`src/rtl/issue_buffer_pkg.sv`:
```
// Shared defaults and circular-index helper for the in-order issue buffer.
package issue_buffer_pkg;

    localparam int unsigned IB_DEPTH_DEFAULT      = 8;
    localparam int unsigned IB_WR_PORTS_DEFAULT   = 2;
    localparam int unsigned IB_RD_PORTS_DEFAULT   = 2;
    localparam int unsigned IB_DATA_WIDTH_DEFAULT = 64;

    // Offsets never exceed depth-1, so one conditional subtract is enough for any depth.
    function automatic int unsigned ib_wrap(
        input int unsigned base,
        input int unsigned off,
        input int unsigned depth
    );
        int unsigned sum;
        sum = base + off;
        return (sum >= depth) ? (sum - depth) : sum;
    endfunction

endpackage

```
`src/rtl/issue_buffer_lzc.sv`:
```
// Counts zeros from bit 0 up to the first set bit; returns WIDTH when the vector is all zero.
module issue_buffer_lzc #(
    parameter int unsigned WIDTH = 2,
    parameter int unsigned CNT_W = $clog2(WIDTH + 1)
) (
    input  logic [WIDTH-1:0] in_i,
    output logic [CNT_W-1:0] cnt_o
);

    logic [CNT_W-1:0] w_cnt;

    always_comb begin
        w_cnt = CNT_W'(WIDTH);
        for (int i = int'(WIDTH) - 1; i >= 0; i--) begin
            if (in_i[i]) begin
                w_cnt = CNT_W'(i);
            end
        end
    end

    assign cnt_o = w_cnt;

endmodule

```
`src/rtl/issue_buffer.sv`:
```
// In-order multi-port issue buffer: accepts up to WR_PORTS entries per cycle and presents the
// oldest RD_PORTS for issue, with control-flow entries closing the issue group behind them.
module issue_buffer
    import issue_buffer_pkg::*;
#(
    parameter int unsigned DEPTH      = IB_DEPTH_DEFAULT,
    parameter int unsigned WR_PORTS   = IB_WR_PORTS_DEFAULT,
    parameter int unsigned RD_PORTS   = IB_RD_PORTS_DEFAULT,
    parameter int unsigned DATA_WIDTH = IB_DATA_WIDTH_DEFAULT
) (
    input  logic                           clk_i,
    input  logic                           rst_i,
    input  logic                           flush_i,
    input  logic [WR_PORTS*DATA_WIDTH-1:0] enq_data_i,
    input  logic [WR_PORTS-1:0]            enq_valid_i,
    input  logic [WR_PORTS-1:0]            enq_ctrl_flow_i,
    output logic [WR_PORTS-1:0]            enq_ack_o,
    output logic [RD_PORTS*DATA_WIDTH-1:0] deq_data_o,
    output logic [RD_PORTS-1:0]            deq_ctrl_flow_o,
    output logic [RD_PORTS-1:0]            deq_valid_o,
    input  logic [RD_PORTS-1:0]            deq_ack_i,
    output logic [$clog2(DEPTH+1)-1:0]     count_o,
    output logic                           full_o,
    output logic                           empty_o
);

    localparam int unsigned PTR_W = $clog2(DEPTH);
    localparam int unsigned CNT_W = $clog2(DEPTH + 1);
    localparam int unsigned WR_CW = $clog2(WR_PORTS + 1);
    localparam int unsigned RD_CW = $clog2(RD_PORTS + 1);

    if (DEPTH < 2 || DEPTH < WR_PORTS || DEPTH < RD_PORTS) begin : g_param_check
        $error("issue_buffer: DEPTH must be >= 2 and >= max(WR_PORTS, RD_PORTS)");
    end

    logic [DATA_WIDTH-1:0] r_mem_data [DEPTH];
    logic                  r_mem_ctrl [DEPTH];
    logic [PTR_W-1:0]      r_rptr;
    logic [PTR_W-1:0]      r_wptr;
    logic [CNT_W-1:0]      r_count;

    logic [PTR_W-1:0]      w_wr_idx [WR_PORTS];
    logic [PTR_W-1:0]      w_rd_idx [RD_PORTS];
    logic [RD_PORTS-1:0]   w_blocked;
    logic [WR_CW-1:0]      w_enq_run;
    logic [RD_CW-1:0]      w_ack_run;
    logic [CNT_W-1:0]      w_free;
    logic [CNT_W-1:0]      w_accepted;
    logic [CNT_W-1:0]      w_popped;
    logic [RD_PORTS-1:0]   w_ack_masked;
    logic [RD_PORTS-1:0]   w_ack_plus1;
    logic                  w_ack_legal;
    logic [PTR_W-1:0]      w_rptr_next;
    logic [PTR_W-1:0]      w_wptr_next;
    logic [CNT_W-1:0]      w_count_next;

    // Length of the contiguous valid run starting at enqueue port 0.
    issue_buffer_lzc #(.WIDTH(WR_PORTS)) u_enq_run (
        .in_i  (~enq_valid_i),
        .cnt_o (w_enq_run)
    );

    // Number of leading consumed entries, restricted to what is actually presented.
    issue_buffer_lzc #(.WIDTH(RD_PORTS)) u_deq_run (
        .in_i  (~w_ack_masked),
        .cnt_o (w_ack_run)
    );

    // Room is judged on registered occupancy only, so same-cycle pops never unlock an enqueue.
    assign w_free = CNT_W'(DEPTH) - r_count;

    always_comb begin
        w_accepted = '0;
        if (!flush_i && !rst_i) begin
            w_accepted = (CNT_W'(w_enq_run) < w_free) ? CNT_W'(w_enq_run) : w_free;
        end
    end

    for (genvar gi = 0; gi < int'(WR_PORTS); gi++) begin : g_enq
        assign w_wr_idx[gi]  = PTR_W'(ib_wrap(32'(r_wptr), 32'(gi), DEPTH));
        assign enq_ack_o[gi] = (CNT_W'(gi) < w_accepted);
    end

    for (genvar gi = 0; gi < int'(RD_PORTS); gi++) begin : g_deq
        assign w_rd_idx[gi] = PTR_W'(ib_wrap(32'(r_rptr), 32'(gi), DEPTH));
        assign deq_data_o[gi*DATA_WIDTH +: DATA_WIDTH] = r_mem_data[w_rd_idx[gi]];
        assign deq_ctrl_flow_o[gi] = r_mem_ctrl[w_rd_idx[gi]];

        // A control-flow entry at any older read port closes the group for this one.
        if (gi == 0) begin : g_head
            assign w_blocked[gi] = 1'b0;
        end else begin : g_tail
            assign w_blocked[gi] = w_blocked[gi-1] | deq_ctrl_flow_o[gi-1];
        end

        assign deq_valid_o[gi] = (CNT_W'(gi) < r_count) & ~w_blocked[gi];
    end

    assign w_ack_masked = deq_ack_i & deq_valid_o;
    assign w_popped     = flush_i ? '0 : CNT_W'(w_ack_run);

    assign w_rptr_next  = flush_i ? '0 : PTR_W'(ib_wrap(32'(r_rptr), 32'(w_popped), DEPTH));
    assign w_wptr_next  = flush_i ? '0 : PTR_W'(ib_wrap(32'(r_wptr), 32'(w_accepted), DEPTH));
    assign w_count_next = flush_i ? '0 : (r_count + w_accepted - w_popped);

    always_ff @(posedge clk_i or posedge rst_i) begin
        if (rst_i) begin
            for (int e = 0; e < int'(DEPTH); e++) begin
                r_mem_data[e] <= '0;
                r_mem_ctrl[e] <= 1'b0;
            end
            r_rptr  <= '0;
            r_wptr  <= '0;
            r_count <= '0;
        end else begin
            for (int k = 0; k < int'(WR_PORTS); k++) begin
                if (enq_ack_o[k]) begin
                    r_mem_data[w_wr_idx[k]] <= enq_data_i[k*DATA_WIDTH +: DATA_WIDTH];
                    r_mem_ctrl[w_wr_idx[k]] <= enq_ctrl_flow_i[k];
                end
            end
            r_rptr  <= w_rptr_next;
            r_wptr  <= w_wptr_next;
            r_count <= w_count_next;
        end
    end

    assign count_o = r_count;
    assign full_o  = (r_count == CNT_W'(DEPTH));
    assign empty_o = (r_count == '0);

    // Acks must form a contiguous run from port 0 inside the presented window.
    assign w_ack_plus1 = deq_ack_i + RD_PORTS'(1);
    assign w_ack_legal = ((deq_ack_i & ~deq_valid_o) == '0) &&
                         ((deq_ack_i & w_ack_plus1) == '0);

    always_ff @(posedge clk_i) begin
        if (!rst_i && !flush_i && (r_count != '0)) begin
            assert (w_ack_legal);
        end
    end

endmodule

```
`config.mk`:
```
export PLATFORM = sky130hd
export DESIGN_NAME = issue_buffer
export DESIGN_NICKNAME = d
export VERILOG_FILES = /design/src/rtl/issue_buffer_pkg.sv /design/src/rtl/issue_buffer_lzc.sv /design/src/rtl/issue_buffer.sv
export SDC_FILE = /design/constraint.sdc
export NUM_CORES = 2
export LEC_CHECK = 0
export CAP_MARGIN = 25
export CELL_PAD_IN_SITES_DETAIL_PLACEMENT = 0
export CELL_PAD_IN_SITES_GLOBAL_PLACEMENT = 1
export CORE_MARGIN = 2
export CORE_UTILIZATION = 45
export CTS_CLUSTER_DIAMETER = 150
export DETAILED_ROUTE_END_ITERATION = 6
export PLACE_DENSITY_LB_ADDON = 0.3
export RECOVER_POWER = 25
export SETUP_SLACK_MARGIN = 0.5
export SYNTH_ARGS = -nofsm -noshare
export SYNTH_HDL_FRONTEND = slang
export SYNTH_SLANG_ARGS = --single-unit
```
`constraint.sdc`:
```
create_clock -name clk_i -period 19.75 [get_ports clk_i]
set_clock_uncertainty 0.2 [all_clocks]
set_input_delay 4.9375 -clock clk_i [delete_from_list [all_inputs] [get_ports clk_i]]
set_output_delay 4.9375 -clock clk_i [all_outputs]
set_load 0.1 [all_outputs]
```
# After elaboration in Yosys (flattened, before gate mapping)
# Cells that the tools add are included.
# word_totals
reg_bits	530
elab_cells	109
out_inout_bits	140
inputBits	137
# classes
n_eq_ne	1
bitwise	9
n_mux	44
magnitude_cmp	17
add_sub_neg	13
reduce_logical	6
# ops
op	count
512-bit bitwise mux	2
512-bit 2-to-1 mux	2
64-bit binary-select mux with 3-bit select	2
64-bit demux with 3-bit select	2
64-bit 2-to-1 mux	6
4-bit >= comparator (second input constant)	7
3-bit 2-to-1 mux	8
3-bit by 1-bit subtractor with 3-bit output (second input constant)	6
8-bit bitwise mux	2
1-bit by 4-bit less-than comparator with 1-bit output (first input constant)	4
8-bit 2-to-1 mux	2
3-bit NOT with 4-bit output	4
4-bit 2-to-1 mux	3
2-bit 2-to-1 mux	5
3-bit by 1-bit adder with 4-bit output (second input constant)	2
3-bit by 4-bit >= comparator with 1-bit output (second input constant)	2
4-bit by 1-bit less-than comparator with 1-bit output (second input constant)	2
1-bit binary-select mux with 3-bit select	2
1-bit demux with 3-bit select	2
1-bit 2-to-1 mux	6
3-bit by 4-bit adder with 5-bit output	1
5-bit by 4-bit >= comparator with 1-bit output (second input constant)	1
3-bit by 2-bit adder with 4-bit output	1
4-bit adder	1
other kinds (11)	15

# Longest topological paths before layout
# logic_depth
ltp_word	17
ltp_mapped	18
depth_no_buf	17

# Modules after synthesis
# A second synthesis with hierarchy kept.
# unflattened
cells_unflattened	3481
hier_area_um2	34267.9
# by_module_without_submodules
module	cells_per_inst	seq_area_each_um2	area_each_um2	instances
issue_buffer	3477	13262.7	34232.8	1
issue_buffer_lzc	2	0.0	17.5	2

# Worst setup path before layout
# Ideal clock, no wire load.
# synth_path
path_type	in2out
startpoint	input enq_valid_i[0]
endpoint	output enq_ack_o[1]
t_required_ns	14.613
cell_stages	8
n_path_buf	1
slack_ns	6.391
arrival_time_ns	8.221
cell_sequence	and2_1 ha_1 a21boi_0 o22ai_4 buf_6 nor2_1 a21oi_1 nor3_1
# synth_via
elab_chain_len	6
# synth_rtl
item	line	text
start, declared	issue_buffer.sv:15	input logic [WR_PORTS-1:0] enq_valid_i,
2-bit NOT (*)	issue_buffer.sv:59	.in_i (~enq_valid_i),
2-bit 2-to-1 mux (*)	issue_buffer_lzc.sv:15	if (in_i[i]) begin
2-bit by 4-bit less-than comparator with 1-bit output	issue_buffer.sv:75	w_accepted = (CNT_W'(w_enq_run) < w_free) ? CNT_W'(w_enq_run) : w_free;
4-bit 2-to-1 mux (*)	issue_buffer.sv:75	
4-bit 2-to-1 mux (*)	issue_buffer.sv:74	if (!flush_i && !rst_i) begin
1-bit by 4-bit less-than comparator with 1-bit output (*)	issue_buffer.sv:81	assign enq_ack_o[gi] = (CNT_W'(gi) < w_accepted);
end, declared	issue_buffer.sv:17	output logic [WR_PORTS-1:0] enq_ack_o,
# Mark *: on every way between the ends. The rest lies on a longest branch, timed or not.

# Worst setup path in the final report
# Ends and elaborated chain as after synthesis.

==> results.md <==
STA:
- The part of the cycle the worst path needs is 68.6%.
- The max-slew violation count is 165.
- The final setup TNS is 0 ns.
- The highest clock frequency the design can meet is 73.8 MHz.
- Setup violations remaining at the end of the flow were counted as 0.
- The transition time at the pin with the least slew margin is about 3.9 ns.
- Setup repair after global routing left no endpoint under its margin.
- The clock period could shrink to 13.56 ns.
- Once routing completed, OpenROAD measured the worst setup slack at 6.19 ns.
- In this run the tightest slew margin relative to its limit is -160%.
- The final hold violation count is 0.

Synthesis:
- The post-synth design cell area is 34100 um^2.
- In this run, synthesis produced a sequential element count of 530.
- The synthesized netlist contains 36 unique library cells.
- The count of synthesis-stage warnings from yosys is 0.
- The synthesized netlist cell count is 2279.
- When the netlist entered floorplanning its net count stood at between 2k and 2.5k.
- The sequential cell area fraction in the yosys report is 38.9%.
- Each instance of the synthesized netlist takes up on average 15.0 um^2.

Setup path:
- Across all register-to-register paths, the minimum setup slack is 14.80 ns.
- The number of cells on the worst reg-to-reg path is 11.
- The most critical setup path has its startpoint at enq_valid_i[0].
- The worst setup path is launched from an input pin.
- STA puts the critical path data required time at around 15 ns.
- The beginning of the worst register-to-register path is count_o[0].
- The class of the most critical setup path is in2out.
- The capturing element type of the critical path is an output pin.
- The worst path arrival time is 8.42 ns.
- In this run the critical register-to-register path is captured at r_mem_data[75].
- In this run the worst path has a maximum fanout of 15.

Clocking:
- Post-CTS timing repair inserted 0 buffers for setup.
- The clock-pin slew reported for the worst setup and hold paths after clock tree synthesis is 0.06 ns.
- The H-tree was split into 2 levels.
- The clock passes through at most 3 buffers.
- The cell at the root of the clock tree is clkbuf_16.
- The number of buffers inserted during clock tree synthesis is 61.
- Once the clock tree was built, the resizer swapped 0 gates to a different size.
- The number of hold buffers added after CTS is 0.
- Clock latency on the worst-skew pair, taken at its later pin, is between 0.6 and 0.7 ns.
- The clock tree from TritonCTS is yes.
- The tree built by TritonCTS fans out to 530 sinks.

Route:
- Using the TritonRoute via totals, the vias-per-cell ratio works out to 6.21.
- The number of detailed-route iterations in the first pass is 5.
- Dividing the detail-routed wire length by the instance count gives 28.7 um.
- The residual DRC count is 0.
- The initial DRC count is approximately 1.2k.
- Summed over all layers, the routed wires come to 100 mm.
- The antenna violation net count after detailed routing is 0.
- The overall via count from detail_route is 21.7k.

Die:
- The number of ports placed on the die boundary is 277.
- The placeable core region is 74800 um^2.
- The floorplan step defined a die boundary enclosing 78100 um^2.
- Measured along the y axis, the die boundary spans between 200 and 300 um.
- The cell row count is 100.
- The initial utilization of the core area, before any placement, comes to 45.6%.
- The horizontal die dimension is between 200 and 300 um.

Hold path:
- The path with the worst hold slack has its endpoint at r_mem_data[336].
- In this run the most critical hold path is launched from r_mem_data[336].
- The type of the worst min-delay path is reg2reg.
- The worst hold path passes through 2 cells.

GRT:
- The wire length of the first global-routing pass is 151 mm.
- The number of antenna violations at the first check in global routing was 12.
- The global router's overall resource usage is 25.8%.
- Summed over all layers, the global routing overflow is 0.
- The via count of the first global-routing pass is ~23k.
- The pin count of the biggest net entering global routing is 172.

Cells and area:
- Cells fill 53.3% of the core in the end.
- Compared with the post-synthesis result, the final layout area differs by 16.8%.
- The total number of nets in the final design is about 2.6k.
- The layout has 6176 filler cells.
- The layout cell share with drive strength beyond 1 is around 50%.

Placement:
- The congestion estimate from routability-driven global placement came to 0.781.
- The worst slack at placement is slightly above 6 ns.
- The number of port buffers is 276.
- The HPWL after detailed placement is 55.1 mm.

Run status:
- The checks that failed: max-capacitance violations, max-slew violations.
- The run finished, with violations left.

Run:
- The reported max-cap violation count is 3.

Power and ir drop:
- For this design the static power due to leakage is 0.0171 uW.
- The peak supply drop is 270 uV.
- In this run the power density over the cells is 165 nW/um^2.
## sequential cells by signal (all words and copies together) (netlist names)
| name | count |
|---|---|
| r_wptr | 3 |
| r_rptr | 3 |
| count_o | 4 |
| r_mem_ctrl | 8 |
| r_mem_data | 512 |
## power by group
| part | total, uW | switching, uW | internal, uW |
|---|---|---|---|
| Combinational | 3830 | 2400 | 1440 |
| Sequential | 1610 | 236 | 1380 |
| Clock | 1120 | 459 | 663 |
| Total | 6570 | 3090 | 3470 |
## per-stage QoR
step | hold slack (ns) | power, uW | instance area, um^2 | std cells
after detailed placement | 0.422 | 5440 | 37800 | 3375
after CTS | 0.435 | 6580 | 39700 | 3479
after global routing | 0.455 | 6840 | 39900 | 3492
after floorplan | 0.393 | 4550 | 34100 | 2279
final | 0.431 | 6570 | 39900 | 3492
after global placement | 0.407 | 5310 | 37700 | 3370
## synth_stat cells
cell	n	area [um^2]
xnor2_1	4	35.0
a21oi_1	3	15.0
xor2_1	4	35.0
o21ai_1	2	10.0
a21boi_0	1	7.51
buf_2	73	365
a21o_1	1	7.51
buf_6	12	135
fa_1	4	80.1
a31oi_1	1	6.26
o21ai_0	1	5.00
clkbuf_1	59	221
mux2_4	1	15.0
ha_1	11	138
or2_2	1	6.26
mux2_1	325	3660
mux2i_1	9	90.1
buf_4	20	150
nor4bb_2	1	16.3
and2_1	1	6.26
nand2_1	11	41.3
and3_1	5	31.3
buf_1	26	97.6
nand3b_1	2	15.0
mux4_2	260	5860
o22ai_4	1	20.0
nor2b_1	4	25.0
mux2_2	846	9530
nor2_1	19	71.3
nand2b_1	2	12.5
conb_1	1	3.75
dfrtp_1	530	13300
nor3_1	11	55.1
nor4_1	2	12.5
nand3_1	6	30.0
inv_1	19	71.3
## worst max-delay path, cell delays in order
cell and delay, ns:
clkdlybuf4s50_1 0.52, and2_1 0.22, ha_1 0.26, a21boi_0 0.17
o22ai_4 0.71, a21oi_1 0.16, nor3_1 0.25, clkdlybuf4s50_1 1.19
## final cells by class
cell class                      instances  area (um^2)  area share [%]
Multi-Input combinational cell       1540        20000            50.3
Clock inverter                         11          133           0.333
Timing Repair Buffer                  325         3310            8.30
Sequential cell                       530        13300            33.3
Clock buffer                           93         1820            4.56
Tap cell                              969         1210            3.04
Antenna cell                            5         12.5          0.0314
Inverter                               19         72.6           0.182
## per-layer routing
layer,GRT usage [%],vias to the layer above,wire length (um)
met5,0,-,89
li1,-,9237,-
met2,42.1,620,48600
met1,35.6,11672,43600
met4,6.14,14,1970
met3,5.15,152,5860
## placed cells by master (no fill, tap or decap), types with 7 or more instances in the layout
| cell | Yosys | routed |
|---|---|---|
| clkbuf_8 | 0 | 17 |
| clkbuf_16 | 0 | 61 |
| inv_1 | 19 | 18 |
| mux2_1 | 325 | 325 |
| clkbuf_1 | 59 | 19 |
| mux4_2 | 260 | 260 |
| dfrtp_1 | 530 | 527 |
| mux2_2 | 846 | 846 |
| mux2i_4 | 0 | 7 |
| nor2_1 | 19 | 19 |
| buf_16 | 0 | 9 |
| nand2_1 | 11 | 7 |
| clkdlybuf4s50_1 | 0 | 275 |
| clkinv_2 | 0 | 7 |
| nor3_1 | 11 | 11 |
| buf_4 | 20 | 35 |
| ha_1 | 11 | 10 |
## worst max-delay path by stage
stage	endpoint	slack, ns
2_1_floorplan	enq_ack_o[1]	6.39
3_3_place_gp	enq_ack_o[1]	6.25
3_5_place_dp	enq_ack_o[1]	6.19
4_1_cts	enq_ack_o[1]	6.17
5_1_grt	enq_ack_o[1]	5.97
6_report	enq_ack_o[1]	6.19
## cells by family after synthesis
| group | after synthesis | synth area share [%] |
|---|---|---|
| mux | 1441 | 56.1 |
| buf+inv | 209 | 3.05 |
| other cells | 1 | 0.0110 |
| compound gates | 10 | 0.209 |
| xor+xnor | 8 | 0.205 |
| fa+ha+maj | 15 | 0.638 |
| simple gates | 65 | 0.946 |
| flops | 530 | 38.9 |
Power figures use the tool's default switching activity.
